**src/rtl/ctrl_pkg.sv**
```systemverilog
// Shared definitions for the control sequencer: opcodes, IR field positions,
// FSM state encoding and opcode classification helpers.
package ctrl_pkg;

  // IR field bit positions
  localparam int OP_HI = 31;
  localparam int OP_LO = 27;
  localparam int RA_HI = 26;
  localparam int RA_LO = 23;
  localparam int RB_HI = 22;
  localparam int RB_LO = 19;
  localparam int RC_HI = 18;
  localparam int RC_LO = 15;

  // Opcodes
  localparam logic [4:0] OP_ADD  = 5'b00011;
  localparam logic [4:0] OP_SUB  = 5'b00100;
  localparam logic [4:0] OP_AND  = 5'b00101;
  localparam logic [4:0] OP_OR   = 5'b00110;
  localparam logic [4:0] OP_ROR  = 5'b00111;
  localparam logic [4:0] OP_ROL  = 5'b01000;
  localparam logic [4:0] OP_SHR  = 5'b01001;
  localparam logic [4:0] OP_SHRA = 5'b01010;
  localparam logic [4:0] OP_SHL  = 5'b01011;
  localparam logic [4:0] OP_ADDI = 5'b01100;
  localparam logic [4:0] OP_ANDI = 5'b01101;
  localparam logic [4:0] OP_ORI  = 5'b01110;
  localparam logic [4:0] OP_MUL  = 5'b01111;
  localparam logic [4:0] OP_DIV  = 5'b10000;
  localparam logic [4:0] OP_NEG  = 5'b10001;
  localparam logic [4:0] OP_NOT  = 5'b10010;
  localparam logic [4:0] OP_NOP  = 5'b11010;
  localparam logic [4:0] OP_HALT = 5'b11011;

  typedef enum logic [3:0] {
    S_IDLE, S_T0, S_T1, S_T2, S_T3, S_T4, S_T5, S_T6, S_HALT
  } state_t;

  typedef enum logic [2:0] {
    C_RR, C_IMM, C_MULDIV, C_UNARY, C_NOP, C_HALT, C_ILL
  } op_class_t;

  // Group opcodes by the execute sequence they need
  function automatic op_class_t op_class(input logic [4:0] op);
    op_class_t c;
    c = C_ILL;
    if (op >= OP_ADD && op <= OP_SHL)       c = C_RR;
    else if (op >= OP_ADDI && op <= OP_ORI) c = C_IMM;
    else if (op == OP_MUL || op == OP_DIV)  c = C_MULDIV;
    else if (op == OP_NEG || op == OP_NOT)  c = C_UNARY;
    else if (op == OP_NOP)                  c = C_NOP;
    else if (op == OP_HALT)                 c = C_HALT;
    return c;
  endfunction

  // Immediate forms reuse the ALU operation of their reg-reg counterpart
  function automatic logic [4:0] alu_op(input logic [4:0] op);
    logic [4:0] r;
    case (op)
      OP_ADDI: r = OP_ADD;
      OP_ANDI: r = OP_AND;
      OP_ORI:  r = OP_OR;
      default: r = op;
    endcase
    return r;
  endfunction

endpackage

```
**src/rtl/ctrl_sequencer_reg_select.sv**
```systemverilog
// Register index decoder: 4-bit index plus enable to a one-hot select vector.
module reg_select #(
  parameter int NREGS = 16
) (
  input  logic [3:0]       idx,
  input  logic             en,
  output logic [NREGS-1:0] onehot
);

  genvar gi;
  generate
    for (gi = 0; gi < NREGS; gi++) begin : g_sel
      assign onehot[gi] = en && (int'(idx) == gi);
    end
  endgenerate

endmodule

```
**src/rtl/ctrl_sequencer.sv**
```systemverilog
// Hardwired fetch/execute control unit for the 32-bit datapath.
module ctrl_sequencer
  import ctrl_pkg::*;
#(
  parameter int NREGS = 16
) (
  input  logic             clk,
  input  logic             clr,
  input  logic [31:0]      ir,
  input  logic             mem_rdy,
  input  logic             start,
  output logic             PC_out,
  output logic             Zlo_out,
  output logic             Zhi_out,
  output logic             MDR_out,
  output logic             C_out,
  output logic             MAR_rd,
  output logic             PC_rd,
  output logic             MDR_rd,
  output logic             IR_rd,
  output logic             Y_rd,
  output logic             Zlo_rd,
  output logic             HI_rd,
  output logic             LO_rd,
  output logic             IncPC,
  output logic             Read,
  output logic [NREGS-1:0] R_rd,
  output logic [NREGS-1:0] R_wrt,
  output logic [4:0]       op_sel,
  output logic             run,
  output logic             illegal
);

  state_t     state_reg, state_next;
  logic       t1_wait_reg;
  logic [4:0] op;
  logic [3:0] ra, rb, rc;
  op_class_t  cls;
  logic [3:0] rd_idx, wrt_idx;
  logic       rd_en, wrt_en;
  logic       unused_ir;

  assign op        = ir[OP_HI:OP_LO];
  assign ra        = ir[RA_HI:RA_LO];
  assign rb        = ir[RB_HI:RB_LO];
  assign rc        = ir[RC_HI:RC_LO];
  assign cls       = op_class(op);
  assign unused_ir = ^ir[RC_LO-1:0];

  // State register; t1_wait_reg marks T1 cycles after the first one
  always_ff @(posedge clk) begin
    if (clr) begin
      state_reg   <= S_IDLE;
      t1_wait_reg <= 1'b0;
    end else begin
      state_reg   <= state_next;
      t1_wait_reg <= (state_reg == S_T1) && (state_next == S_T1);
    end
  end

  // Next-state decode
  always_comb begin
    state_next = state_reg;
    case (state_reg)
      S_IDLE, S_HALT: if (start) state_next = S_T0;
      S_T0:           state_next = S_T1;
      S_T1:           if (mem_rdy) state_next = S_T2;
      S_T2: begin
        case (cls)
          C_NOP, C_ILL: state_next = S_T0;
          C_HALT:       state_next = S_HALT;
          default:      state_next = S_T3;
        endcase
      end
      S_T3:           state_next = S_T4;
      S_T4:           state_next = (cls == C_UNARY) ? S_T0 : S_T5;
      S_T5:           state_next = (cls == C_MULDIV) ? S_T6 : S_T0;
      S_T6:           state_next = S_T0;
      default:        state_next = S_IDLE;
    endcase
  end

  // Output decode from state and IR; everything held low while clr is high
  always_comb begin
    PC_out = 1'b0; Zlo_out = 1'b0; Zhi_out = 1'b0; MDR_out = 1'b0; C_out = 1'b0;
    MAR_rd = 1'b0; PC_rd = 1'b0; MDR_rd = 1'b0; IR_rd = 1'b0; Y_rd = 1'b0;
    Zlo_rd = 1'b0; HI_rd = 1'b0; LO_rd = 1'b0; IncPC = 1'b0; Read = 1'b0;
    op_sel = 5'd0; run = 1'b0; illegal = 1'b0;
    rd_idx = ra; rd_en = 1'b0; wrt_idx = rb; wrt_en = 1'b0;
    if (!clr) begin
      run = (state_reg != S_IDLE) && (state_reg != S_HALT);
      case (state_reg)
        S_T0: begin
          PC_out = 1'b1; MAR_rd = 1'b1; IncPC = 1'b1; Zlo_rd = 1'b1;
        end
        S_T1: begin
          Zlo_out = 1'b1; Read = 1'b1; MDR_rd = 1'b1;
          PC_rd   = !t1_wait_reg;
        end
        S_T2: begin
          MDR_out = 1'b1; IR_rd = 1'b1;
          illegal = (cls == C_ILL);
        end
        S_T3: begin
          wrt_en = 1'b1;
          if (cls == C_UNARY) begin
            op_sel = op; Zlo_rd = 1'b1;
          end else begin
            Y_rd = 1'b1;
          end
        end
        S_T4: begin
          if (cls == C_UNARY) begin
            Zlo_out = 1'b1; rd_en = 1'b1;
          end else begin
            op_sel = alu_op(op); Zlo_rd = 1'b1;
            if (cls == C_IMM) begin
              C_out = 1'b1;
            end else begin
              wrt_idx = rc; wrt_en = 1'b1;
            end
          end
        end
        S_T5: begin
          Zlo_out = 1'b1;
          if (cls == C_MULDIV) LO_rd = 1'b1;
          else                 rd_en = 1'b1;
        end
        S_T6: begin
          Zhi_out = 1'b1; HI_rd = 1'b1;
        end
        default: ;
      endcase
    end
  end

  reg_select #(.NREGS(NREGS)) u_rd_sel (
    .idx    (rd_idx),
    .en     (rd_en),
    .onehot (R_rd)
  );

  reg_select #(.NREGS(NREGS)) u_wrt_sel (
    .idx    (wrt_idx),
    .en     (wrt_en),
    .onehot (R_wrt)
  );

endmodule

```
**config.mk**
```make
export PLATFORM = sky130hd
export DESIGN_NAME = ctrl_sequencer
export DESIGN_NICKNAME = d
export VERILOG_FILES = /design/src/rtl/ctrl_pkg.sv /design/src/rtl/ctrl_sequencer_reg_select.sv /design/src/rtl/ctrl_sequencer.sv
export SDC_FILE = /design/constraint.sdc
export NUM_CORES = 1
export LEC_CHECK = 0
export CAP_MARGIN = 25
export CORE_MARGIN = 5
export CORE_UTILIZATION = 28
export CTS_CLUSTER_SIZE = 8
export DETAILED_ROUTE_END_ITERATION = 8
export PLACE_DENSITY = 0.77
export SETUP_SLACK_MARGIN = 0.05
export SYNTH_ARGS = -nofsm -noshare
export SYNTH_HDL_FRONTEND = slang
export SYNTH_SLANG_ARGS = --single-unit
export TNS_END_PERCENT = 1
```
**constraint.sdc**
```tcl
create_clock -name clk -period 2.8 [get_ports clk]
set_input_delay 0.7 -clock clk [delete_from_list [all_inputs] [get_ports clk]]
set_output_delay 0.7 -clock clk [all_outputs]
set_load 0.005 [all_outputs]
```
Yosys cells after proc, flatten, opt, wreduce, memory -nomap -nowiden
Cells that the tools add are included.

Magnitude comparators: 4. Eq/ne operators: 55. Muxes and demuxes: 56. Reductions and logical operators: 46.

Operators with widths (count): == test 4 bit (second input constant) (17); == test 4 x 3 -> 1 bit (second input constant) (12); logical AND 1 bit (36); one-hot mux 4 bit (8 select lines) (1); 2-to-1 mux 1 bit (31); == test 4 x 2 -> 1 bit (second input constant) (7); == test 5 bit (second input constant) (5); 2-to-1 mux 4 bit (6); == test 5 x 4 -> 1 bit (second input constant) (4); 2-to-1 mux 3 bit (6); 2-to-1 mux 5 bit (3); one-hot mux 5 bit (3 select lines) (1); == test 4 x 1 -> 1 bit (second input constant) (3); logical NOT 4 bit (3); <= comparator 5 x 4 -> 1 bit (second input constant) (2); one-hot mux 5 bit (2 select lines) (1); == test 3 bit (second input constant) (3); one-hot mux 4 bit (2 select lines) (1); == test 3 x 2 -> 1 bit (second input constant) (2); one-hot mux 1 bit (2 select lines) (3); OR reduction 2 bit (3); greater-or-equal comparator 5 x 2 -> 1 bit (second input constant) (1); greater-or-equal comparator 5 x 4 -> 1 bit (second input constant) (1); 2-to-1 mux 2 bit (2); 6 further kinds (7).

Bits in registers: 5. Bits of input ports: 36. Output and inout port bits: 54. Logic and storage cells: 163.

Longest topological paths before layout
Gate-level depths: netlist (run 1).

Word-level depth: 14. Mapped depth: 7. Gate-level depth less buffers: 4.

Modules after synthesis
From an unflattened synthesis (run 1), not the netlist that was laid out.

Cell total of the unflattened synthesis: 153. Area, all modules: 1027.2 µm².

Modules (own cells, without submodules): ctrl_sequencer (instances 1, cells each 107, area an instance 792.0 µm², sequential area each 100.1 µm²); reg_select (instances 2, cells each 23, area an instance 117.6 µm², sequential area each 0.0 µm²).

Worst setup path before layout (run 1)
No wires, ideal clock.

Path kind: input-to-output. From: input clr. To: output R_wrt[3]. Data arrival time: 2.326 ns. Required time: 2.100 ns. Slack: -0.226 ns. Cell stages on the path: 7. Buffers on the path: 3. Cells stage by stage: buf_2 > or3b_1 > clkbuf_1 > or2_0 > buf_2 > or4_4 > a211oi_2.

Word-level cells in the longest chain between the ends: 3. Elaborated cells between the ends (all ways): 4. Classes of those cells: eq/ne (1); mux (2); reduce/logical (1).

RTL lines: start: declaration (RTL line ctrl_sequencer.sv:8) `input logic clr,`; 2-to-1 mux 4 bit (RTL line ctrl_sequencer.sv:90) `if (!clr) begin`; == test 4 x 3 -> 1 bit (RTL line ctrl_sequencer_reg_select.sv:13) `assign onehot[gi] = en && (int'(idx) == gi);`; logical AND 1 bit (*) (RTL line ctrl_sequencer_reg_select.sv:13); end: declaration (RTL line ctrl_sequencer.sv:28) `output logic [NREGS-1:0] R_wrt,`.

Mark *: on every way between the ends. The rest lies on a longest branch, timed or not.

Final worst setup path (run 1)
From: input ir[31]. To: output R_wrt[7].

Word-level cells in the longest chain between the ends: 14. Elaborated cells between the ends (all ways): 32. Classes of those cells: order compare (4); eq/ne (9); mux (14); reduce/logical (5).

RTL lines: start: declaration (RTL line ctrl_sequencer.sv:9) `input logic [31:0] ir,`; == test 5 bit (RTL line ctrl_pkg.sv:52) `else if (op == OP_HALT) c = C_HALT;`; 2-to-1 mux 2 bit (RTL line ctrl_pkg.sv:52); 2-to-1 mux 2 bit (RTL line ctrl_pkg.sv:51) `else if (op == OP_NOP) c = C_NOP;`; 2-to-1 mux 3 bit (RTL line ctrl_pkg.sv:50) `else if (op == OP_NEG || op == OP_NOT) c = C_UNARY;`; 2-to-1 mux 3 bit (RTL line ctrl_pkg.sv:49) `else if (op == OP_MUL || op == OP_DIV) c = C_MULDIV;`; 2-to-1 mux 3 bit (RTL line ctrl_pkg.sv:48) `else if (op >= OP_ADDI && op <= OP_ORI) c = C_IMM;`; 2-to-1 mux 3 bit (*) (RTL line ctrl_pkg.sv:47) `if (op >= OP_ADD && op <= OP_SHL) c = C_RR;`; == test 3 x 1 -> 1 bit (RTL line ctrl_sequencer.sv:117) `if (cls == C_IMM) begin`; 2-to-1 mux 4 bit (RTL line ctrl_sequencer.sv:117); 2-to-1 mux 4 bit (RTL line ctrl_sequencer.sv:113) `if (cls == C_UNARY) begin`; 2-to-1 mux 4 bit (RTL line ctrl_sequencer.sv:92) `case (state_reg)`; 2-to-1 mux 4 bit (RTL line ctrl_sequencer.sv:90); == test 4 bit (RTL line ctrl_sequencer_reg_select.sv:13); logical AND 1 bit (*) (RTL line ctrl_sequencer_reg_select.sv:13).

Marked as above.

==> impl_metrics.env, run 1 <==
export IMPL_regToRegSetupSlack_ns=0.95
export IMPL_rows=23
export IMPL_dp_final_hpwl_um=3910
export IMPL_fin_hold_ws_ns=0.678
export IMPL_p_sw_uw=185
export IMPL_cp_num_cells=8
export IMPL_grt_usage_pct=19.2
export IMPL_status="finished, violations left"
export IMPL_ys_types=49
export IMPL_grt_pass1_vias=1834
export IMPL_ir_drop_mv=0.0957
export IMPL_antenna_left=0
export IMPL_drc=0
export IMPL_met3_length_um=380
export IMPL_avgSynthCellArea_um2=6.70
export IMPL_yosys_warnings=0
export IMPL_core_area_um2=4090
export IMPL_worstMarginPinSlew_ns=0.409
export IMPL_cts_tree="yes"
export IMPL_finalHoldViolations=0
export IMPL_period_minus_slack_ns=3.04
export IMPL_slowest_delay_ns=0.52
export IMPL_critPathBufInv=4
export IMPL_synth_nets=215
export IMPL_top_layer_used="met4"
export IMPL_crit_reg2reg_launch="state_reg[0]$_SDFF_PP0_"
export IMPL_hold_path_class="reg -> reg"
export IMPL_total_leakage_power_uw=0.00107
export IMPL_setup_ws_ns=-0.244
export IMPL_wl_met2_um=2900
export IMPL_n_fill_cell=339
export IMPL_area_delta_synth_final_pct=113
export IMPL_power_density_nw_per_um2=193
export IMPL_die_area_um2=5690
export IMPL_cp_required_ns=2.10
export IMPL_cp_arrival_ns=2.34
export IMPL_num_nets_final=328
export IMPL_layout_drive_gt1_share_pct=48.5
export IMPL_place_area_um2=2260
export IMPL_synth_edff_count=0
export IMPL_multi_input_area_um2=1270
export IMPL_post_place_ws_ns=-0.915
export IMPL_gp_congestion=0.930
export IMPL_hold_start="state_reg[3]$_SDFF_PP0_"
export IMPL_worstSetupEndpointType="output port"
export IMPL_worstPathMaxFanout=4
export IMPL_cpMaxStageDelayCell="or4_4"
export IMPL_async_flop_share_pct=0
export IMPL_r2r_end="state_reg[3]$_SDFF_PP0_"
export IMPL_clk_latency_ns=0.23
export IMPL_violations="setup timing"
export IMPL_final_cell_mix="buf_4, clkdlybuf4s50_1, buf_2"
export IMPL_final_max_slew_viol_count=0
export IMPL_cts_buffers=3
export IMPL_syn_area_um2=1200
export IMPL_ios=90
export IMPL_synth_ff_type="dfxtp_1"
export IMPL_drt_iter0_drc=144
export IMPL_power_frac_clock_pct=28.4
export IMPL_die_height_um=75.5
export IMPL_met1_length_um=2400
export IMPL_synth_seq_cells=5
export IMPL_seq_power_share_pct=16.3
export IMPL_drt_pass1_iter_count=4
export IMPL_largest_reg_flops=4
export IMPL_path_cells="buf_6 -> nor3b_4 -> buf_4 -> a22o_1 -> buf_6 -> or4_4 -> a211oi_2 -> buf_2"
export IMPL_grt_pass1_wl_um=8700
export IMPL_crit_start="ir[31]"
export IMPL_cp_start_kind="input pin"
export IMPL_port_buffers=74
export IMPL_n_antenna_cell=0
export IMPL_cpMostUsedCell="buf_6"
export IMPL_die_w_um=75.5
export IMPL_path_class="in -> out"
export IMPL_clock_sinks=5
export IMPL_total_power_uw=494
export IMPL_wire_per_inst_um=17.1
export IMPL_layout_commonest_cell="buf_4"
export IMPL_routed_via_density=5.60
export IMPL_max_slew_margin_rel_pct=72.4
export IMPL_cts_clk_slew_worst_paths_ns=0.04
export IMPL_register_area_um2=101
export IMPL_maxCapViolations=0
export IMPL_antenna_found_initial=0
export IMPL_sw_frac_of_total_pct=37.5
export IMPL_endpoint="R_wrt[7]"
export IMPL_cts_root_buf="clkbuf_8"
export IMPL_overflow=0
export IMPL_power_frac_comb_pct=55.3
export IMPL_critical_path_top_delay_family="simple AND/OR/NAND/NOR gates"
export IMPL_cellInternalPower_uw=309
export IMPL_setup_tns_ns=-3.67
export IMPL_seq_area_frac_synth_pct=8.34
export IMPL_netlist_instances=179
export IMPL_h_tree_depth=1
export IMPL_fmax_mhz=328
export IMPL_fin_crit_sh_pct=109
export IMPL_grt_max_degree=25
export IMPL_rsz0062_at_grt="yes"
export IMPL_cts_max_path_buffers=2
export IMPL_vias=1911
export IMPL_totalWireLength_um=5820
export IMPL_final_area_um2=2550
export IMPL_finClkSkew_ns=0.00145
export IMPL_final_setup_viol_count=29
export IMPL_start_util_pct=29.4
export IMPL_ff2ff_path_depth=5
[cells in the mapped netlist, types with 2 or more instances]
master / instances / area (um^2)
a2111o_1: 2 / 22.5
a211oi_1: 16 / 120
a211oi_2: 2 / 25.0
a21boi_0: 2 / 15.0
a21oi_1: 4 / 20.0
a221oi_1: 2 / 17.5
a22oi_1: 2 / 15.0
and2_1: 2 / 12.5
and3_1: 3 / 18.8
buf_2: 4 / 20.0
buf_4: 5 / 37.5
clkbuf_1: 12 / 45.0
dfxtp_1: 5 / 100
inv_1: 6 / 22.5
nand2_1: 12 / 45.0
nand2b_1: 8 / 50.1
nand3_1: 2 / 10.0
nand4_1: 3 / 18.8
nand4b_1: 3 / 26.3
nor2_1: 13 / 48.8
nor2b_1: 7 / 43.8
nor3_1: 2 / 10.0
nor4_1: 19 / 119
o2111ai_1: 4 / 35.0
o211ai_1: 2 / 15.0
o21a_1: 4 / 30.0
o21ai_0: 6 / 30.0
or2_2: 3 / 18.8
or3_1: 2 / 12.5
or3b_1: 2 / 17.5
xor2_1: 2 / 17.5
[layout make-up]
class                   count  area share, %
repair buffers            129           41.3
flip-flops and latches      5           3.97
clock buffers               4           1.76
inverters                   6          0.882
multi-input cells         147           49.7
well taps                  50           2.45
[cell families after synthesis]
group / count (synthesis) / synth area share [%]
and+or+nand+nor: 88 / 43.0
xor gates and xnor gates: 3 / 2.19
buffers and inverters: 27 / 10.4
AOI/OAI and AO/OA: 55 / 35.2
DFF: 5 / 8.34
muxes: 1 / 0.834
[layer usage]
metal	vias up	global-route usage [%]
met5	-	0
met4	0	5.44
met3	16	2.90
met2	83	33.2
met1	892	24.8
li1	920	-
[worst min-delay path: stages, from the launching register on]
cell,delay [ns]
dfxtp_1,0.33
buf_4,0.19
a221oi_1,0.10
[metrics by stage]
stage,util (%),std cells
floorplan,-,179
global placement,55.3,328
detailed placement,55.3,328
CTS,59.4,337
global route,62.5,341
finish,62.5,341
[power by group through the flow]
stage	Sequential, uW	Combinational (uW)	Clock [uW]
after global routing	81.5	293	139
after global placement	80.7	220	0
after CTS	80.5	248	137
after detailed placement	81.0	222	0
final	80.7	273	140
after floorplan	78.8	106	0
[how the worst min path moves through the flow]
stage / to / slack (ns) / cells after the start
after floorplan: state_reg[3]$_SDFF_PP0_ / 0.67 / 3
after global placement: state_reg[3]$_SDFF_PP0_ / 0.63 / 2
after detailed placement: state_reg[0]$_SDFF_PP0_ / 0.63 / 2
after CTS: state_reg[3]$_SDFF_PP0_ / 0.66 / 2
after global routing: state_reg[3]$_SDFF_PP0_ / 0.73 / 2
final: state_reg[3]$_SDFF_PP0_ / 0.68 / 2
[timing repair]
action	in CTS	in global routing
hold buffers	0	0
endpoints found under the setup margin	53	45
pin swaps	18	9
resized for setup	173	31
gates cloned	0	1
buffers inserted	5	3
No activity file was read; power rests on OpenSTA's default activity.
==> run 2, diff against run 1 <==
--- a/config.mk
+++ b/config.mk
@@ -6,11 +6,13 @@
 export NUM_CORES = 1
 export LEC_CHECK = 0
 export CAP_MARGIN = 25
+export CELL_PAD_IN_SITES_DETAIL_PLACEMENT = 1
+export CELL_PAD_IN_SITES_GLOBAL_PLACEMENT = 1
 export CORE_MARGIN = 5
-export CORE_UTILIZATION = 28
+export CORE_UTILIZATION = 20
 export CTS_CLUSTER_SIZE = 8
 export DETAILED_ROUTE_END_ITERATION = 8
-export PLACE_DENSITY = 0.77
+export PLACE_DENSITY = 0.84
 export SETUP_SLACK_MARGIN = 0.05
 export SYNTH_ARGS = -nofsm -noshare
 export SYNTH_HDL_FRONTEND = slang
==> impl_metrics.env, run 2 (synthesis results as in run 1) <==
export IMPL_overflow=0
export IMPL_totalWireLength_um=7190
export IMPL_layout_commonest_cell="buf_4"
export IMPL_num_nets_final=339
export IMPL_cts_max_path_buffers=2
export IMPL_grt_usage_pct=17.3
export IMPL_die_w_um=87.5
export IMPL_drt_iter0_drc=42
export IMPL_ir_drop_mv=0.179
export IMPL_final_cells=377
export IMPL_finalHoldViolations=0
export IMPL_die_height_um=87.5
export IMPL_final_area_um2=2770
export IMPL_path_class="in -> out"
export IMPL_cts_clk_slew_worst_paths_ns=0.04
export IMPL_cp_start_kind="input pin"
export IMPL_wire_per_inst_um=19.1
export IMPL_status="finished, violations left"
export IMPL_cts_root_buf="clkbuf_8"
export IMPL_finClkSkew_ns=0.00461
export IMPL_gp_congestion=0.769
export IMPL_path_cells="buf_6 -> or3b_4 -> or2_1 -> or4_4 -> a211oi_2 -> buf_2"
export IMPL_clk_latency_ns=0.23
export IMPL_h_tree_depth=1
export IMPL_drt_pass1_iter_count=4
export IMPL_cts_tree="yes"
export IMPL_total_leakage_power_uw=0.00110
export IMPL_grt_pass1_vias=2138
export IMPL_ff2ff_path_depth=5
export IMPL_largest_reg_flops=4
export IMPL_hold_start="state_reg[3]$_SDFF_PP0_"
export IMPL_dp_final_hpwl_um=4490
export IMPL_drc=0
export IMPL_cpMaxStageDelayCell="or4_4"
export IMPL_hold_buffers=0
export IMPL_area_delta_synth_final_pct=131
export IMPL_maxCapViolations=0
export IMPL_hold_path_class="reg -> reg"
export IMPL_antenna_left=0
export IMPL_slowest_delay_ns=0.54
export IMPL_total_power_uw=522
export IMPL_fmax_mhz=332
export IMPL_max_slew_margin_rel_pct=56.5
export IMPL_start_util_pct=20.4
export IMPL_hold_end="state_reg[0]$_SDFF_PP0_"
export IMPL_final_cell_mix="buf_4, clkdlybuf4s50_1, buf_2"
export IMPL_place_area_um2=2290
export IMPL_cp_required_ns=2.10
export IMPL_ios=90
export IMPL_rows=28
export IMPL_worstMarginPinSlew_ns=0.644
export IMPL_worstPathMaxFanout=2
export IMPL_cp_arrival_ns=2.31
export IMPL_final_max_slew_viol_count=0
export IMPL_crit_reg2reg_launch="state_reg[0]$_SDFF_PP0_"
export IMPL_holdPathStages=2
export IMPL_fin_crit_sh_pct=108
export IMPL_power_density_nw_per_um2=188
export IMPL_regToRegSetupSlack_ns=0.82
export IMPL_n_antenna_cell=0
export IMPL_setup_tns_ns=-3.65
export IMPL_die_area_um2=7650
export IMPL_final_setup_viol_count=39
export IMPL_violations="setup timing"
export IMPL_critPathBufInv=2
export IMPL_port_buffers=74
export IMPL_fin_hold_ws_ns=0.692
export IMPL_place_inst=355
export IMPL_setup_ws_ns=-0.213
export IMPL_worstSetupEndpointType="output port"
export IMPL_grt_max_degree=25
export IMPL_r2r_end="state_reg[3]$_SDFF_PP0_"
export IMPL_cts_buffers=3
export IMPL_clock_sinks=5
export IMPL_rsz0062_at_grt="yes"
export IMPL_grt_pass1_wl_um=10700
export IMPL_vias=1969
export IMPL_core_area_um2=5890
export IMPL_layout_drive_gt1_share_pct=54.0
export IMPL_period_minus_slack_ns=3.01
export IMPL_antenna_found_initial=0
export IMPL_routed_via_density=5.22
export IMPL_critical_path_top_delay_family="simple AND/OR/NAND/NOR gates"
[run 2: cell types whose count changed in the layout (fill, tap and decap cells not counted), moves of 3 or more]
cell	change
buf_6	+8
clkdlybuf4s15_2	+7
a211oi_1	-5
a211oi_2	+5
nor4_2	-4
buf_4	+3
nor4_4	+3
[run 2: timing repair]
item,in CTS,in global routing
buffers inserted,10,8
gates resized for setup,191,49
cloned,1,0
pin swaps,29,19
setup endpoints to repair,53,49
[run 2: per-stage QoR]
stage,setup WS [ns],util (%)
2_1_floorplan,-0.226,-
3_3_place_gp,-0.897,38.9
3_5_place_dp,-0.932,38.9
4_1_cts,-0.275,43.7
5_1_grt,-0.255,47.1
6_report,-0.213,47.1
[run 2: cell type report]
class                      count  area (um^2)
fill                         714         3110
timing repair buffer         140         1180
inverter                       6         22.5
clock buffer                   4         45.0
sequential                     5          100
tap                           75         93.8
multi-input combinational    147         1330
[run 2: per-layer routing]
layer  global-route usage (%)  share of wire, %  wire [um]  vias up
met5                        0                 0          0        -
met3                     2.55               4.3        306       11
met1                     19.8                41       2930      962
met4                     5.30               1.5        106        0
met2                     32.5                53       3840       62
li1                         -                 -          -      934
[run 2: worst max path at each step]
| stage | start | endpoint | slack [ns] | depth (start not counted) |
|---|---|---|---|---|
| 5_1_grt | state_reg[2]$_SDFF_PP0_ | R_rd[3] | -0.26 | 6 |
| 3_3_place_gp | clr | R_wrt[7] | -0.90 | 6 |
| 2_1_floorplan | clr | R_wrt[3] | -0.23 | 7 |
| 6_report | clr | R_wrt[3] | -0.21 | 6 |
| 4_1_cts | clr | R_wrt[3] | -0.28 | 6 |
| 3_5_place_dp | ir[30] | R_rd[12] | -0.93 | 7 |
[run 2: power breakdown]
group / internal [uW] / total [uW] / switching, uW
combinational: 144 / 302 / 158
clock: 98.4 / 142 / 43.1
sequential: 76.0 / 78.2 / 2.14
[run 2: worst register-to-register path, cell delays in order (launching register included)]
cell and delay, ns:
dfxtp_1 0.33, buf_4 0.20, nand2_1 0.11, or3_1 0.40, or4_1 0.52, a221oi_1 0.31
==> run 3, diff against run 2 <==
--- a/config.mk
+++ b/config.mk
@@ -8,6 +8,7 @@
 export CAP_MARGIN = 25
 export CELL_PAD_IN_SITES_DETAIL_PLACEMENT = 1
 export CELL_PAD_IN_SITES_GLOBAL_PLACEMENT = 1
+export CORE_ASPECT_RATIO = 1.1
 export CORE_MARGIN = 5
 export CORE_UTILIZATION = 20
 export CTS_CLUSTER_SIZE = 8
==> impl_metrics.env, run 3 (synthesis results as in run 1) <==
export IMPL_status="finished, violations left"
export IMPL_violations="setup timing"
export IMPL_antenna_found_initial=0
export IMPL_die_area_um2=7650
export IMPL_die_height_um=91.2
export IMPL_area_delta_synth_final_pct=118
export IMPL_worstPathMaxFanout=3
export IMPL_num_nets_final=330
export IMPL_wl_met2_um=3480
export IMPL_antenna_left=0
export IMPL_setup_tns_ns=-1.53
export IMPL_met1_length_um=2660
export IMPL_cts_root_buf="clkbuf_8"
export IMPL_fin_hold_ws_ns=0.686
export IMPL_vias=1961
export IMPL_cts_max_path_buffers=2
export IMPL_ir_drop_mv=0.145
export IMPL_largest_reg_flops=4
export IMPL_worstSetupEndpointType="output port"
export IMPL_cp_arrival_ns=2.29
export IMPL_hold_path_class="reg -> reg"
export IMPL_max_slew_margin_rel_pct=65.5
export IMPL_worstMarginPinSlew_ns=0.517
export IMPL_fin_crit_sh_pct=107
export IMPL_met3_length_um=409
export IMPL_r2r_end="state_reg[3]$_SDFF_PP0_"
export IMPL_die_w_um=83.9
export IMPL_ff2ff_path_depth=5
export IMPL_n_antenna_cell=0
export IMPL_final_setup_viol_count=18
export IMPL_grt_max_degree=25
export IMPL_holdPathStages=2
export IMPL_cts_clk_slew_worst_paths_ns=0.04
export IMPL_crit_reg2reg_launch="state_reg[0]$_SDFF_PP0_"
export IMPL_grt_pass1_wl_um=10800
export IMPL_regToRegSetupSlack_ns=0.87
export IMPL_top_layer_used="met4"
export IMPL_drt_iter0_drc=52
export IMPL_grt_pass1_vias=2158
export IMPL_hold_start="state_reg[3]$_SDFF_PP0_"
export IMPL_final_max_slew_viol_count=0
export IMPL_cp_start_kind="input pin"
export IMPL_final_area_um2=2620
export IMPL_h_tree_depth=1
export IMPL_clock_sinks=5
export IMPL_drc=0
export IMPL_path_class="in -> out"
export IMPL_hold_end="state_reg[0]$_SDFF_PP0_"
export IMPL_total_leakage_power_uw=0.00107
export IMPL_cts_tree="yes"
export IMPL_fmax_mhz=335
export IMPL_finalHoldViolations=0
export IMPL_dp_final_hpwl_um=4550
export IMPL_rsz0062_at_grt="yes"
export IMPL_gp_congestion=0.859
export IMPL_overflow=0
export IMPL_port_buffers=74
export IMPL_post_route_util_pct=45.1
export IMPL_final_cell_mix="buf_4, buf_2, clkdlybuf4s50_1"
export IMPL_power_density_nw_per_um2=191
export IMPL_start_util_pct=20.7
export IMPL_clk_latency_ns=0.22
export IMPL_drt_pass1_iter_count=4
export IMPL_cp_required_ns=2.10
export IMPL_period_minus_slack_ns=2.99
export IMPL_maxCapViolations=0
export IMPL_finClkSkew_ns=0.00241
export IMPL_place_area_um2=2310
export IMPL_ios=90
export IMPL_layout_drive_gt1_share_pct=50.9
export IMPL_wire_per_inst_um=18.0
export IMPL_cts_buffers=3
export IMPL_core_area_um2=5810
export IMPL_setup_ws_ns=-0.185
export IMPL_layout_commonest_cell="buf_4"
export IMPL_rows=29
export IMPL_totalWireLength_um=6640
export IMPL_grt_usage_pct=16.8
export IMPL_routed_via_density=5.30
export IMPL_total_power_uw=500
[run 3: cell types whose count changed in the layout (fill, tap and decap cells not counted), moves of 2 or more]
cell	before	now
a211oi_1	5	8
a211oi_2	13	10
buf_2	21	24
buf_4	53	47
clkbuf_2	3	6
clkdlybuf4s15_2	9	1
nand3_1	0	2
nand3_2	2	0
nor4_1	3	1
nor4_2	12	15
[run 3: worst max-delay path: stages]
cell,delay [ns]
buf_6,0.10
or3b_4,0.40
or2_4,0.26
or4_4,0.45
a211oi_2,0.22
buf_2,0.16
[run 3: routing by layer]
metal | up-vias | GRT usage (%)
met5 | - | 0
met4 | 0 | 4.16
met3 | 10 | 3.98
met2 | 71 | 31.5
met1 | 960 | 19.0
li1 | 920 | -
[run 3: layout make-up]
class / instances / area (um^2)
fill: 730 / 3190
multi-input combinational: 147 / 1310
timing repair buffer: 131 / 1050
sequential: 5 / 100
tap: 77 / 96.3
clock buffer: 4 / 45.0
inverter: 6 / 22.5
[run 3: repair_timing]
item	4_1_cts	5_1_grt
buffers inserted	6	0
setup endpoints to repair	53	49
hold buffers	0	0
cloned	1	0
pin swaps	25	16
resized for setup	202	30
[run 3: worst max path at each step]
| stage | slack, ns | startpoint | to |
|---|---|---|---|
| global route | -0.21 | clr | R_wrt[4] |
| global placement | -0.93 | clr | R_wrt[7] |
| finish | -0.19 | clr | R_wrt[7] |
| detailed placement | -1.02 | ir[31] | R_wrt[14] |
| CTS | -0.19 | clr | R_wrt[3] |
| floorplan | -0.23 | clr | R_wrt[3] |
[run 3: metrics by stage]
| stage | cells | setup WS, ns |
|---|---|---|
| 6_report | 370 | -0.185 |
| 5_1_grt | 370 | -0.206 |
| 4_1_cts | 370 | -0.194 |
| 3_3_place_gp | 359 | -0.926 |
| 2_1_floorplan | 179 | -0.226 |
| 3_5_place_dp | 359 | -1.02 |
[run 3: power by group]
part	internal (uW)	leakage, uW	switching (uW)	total, uW
registers	76.1	0.0000407	2.58	78.7
logic	138	0.00101	148	286
clock network	97.9	0.0000228	37.9	136
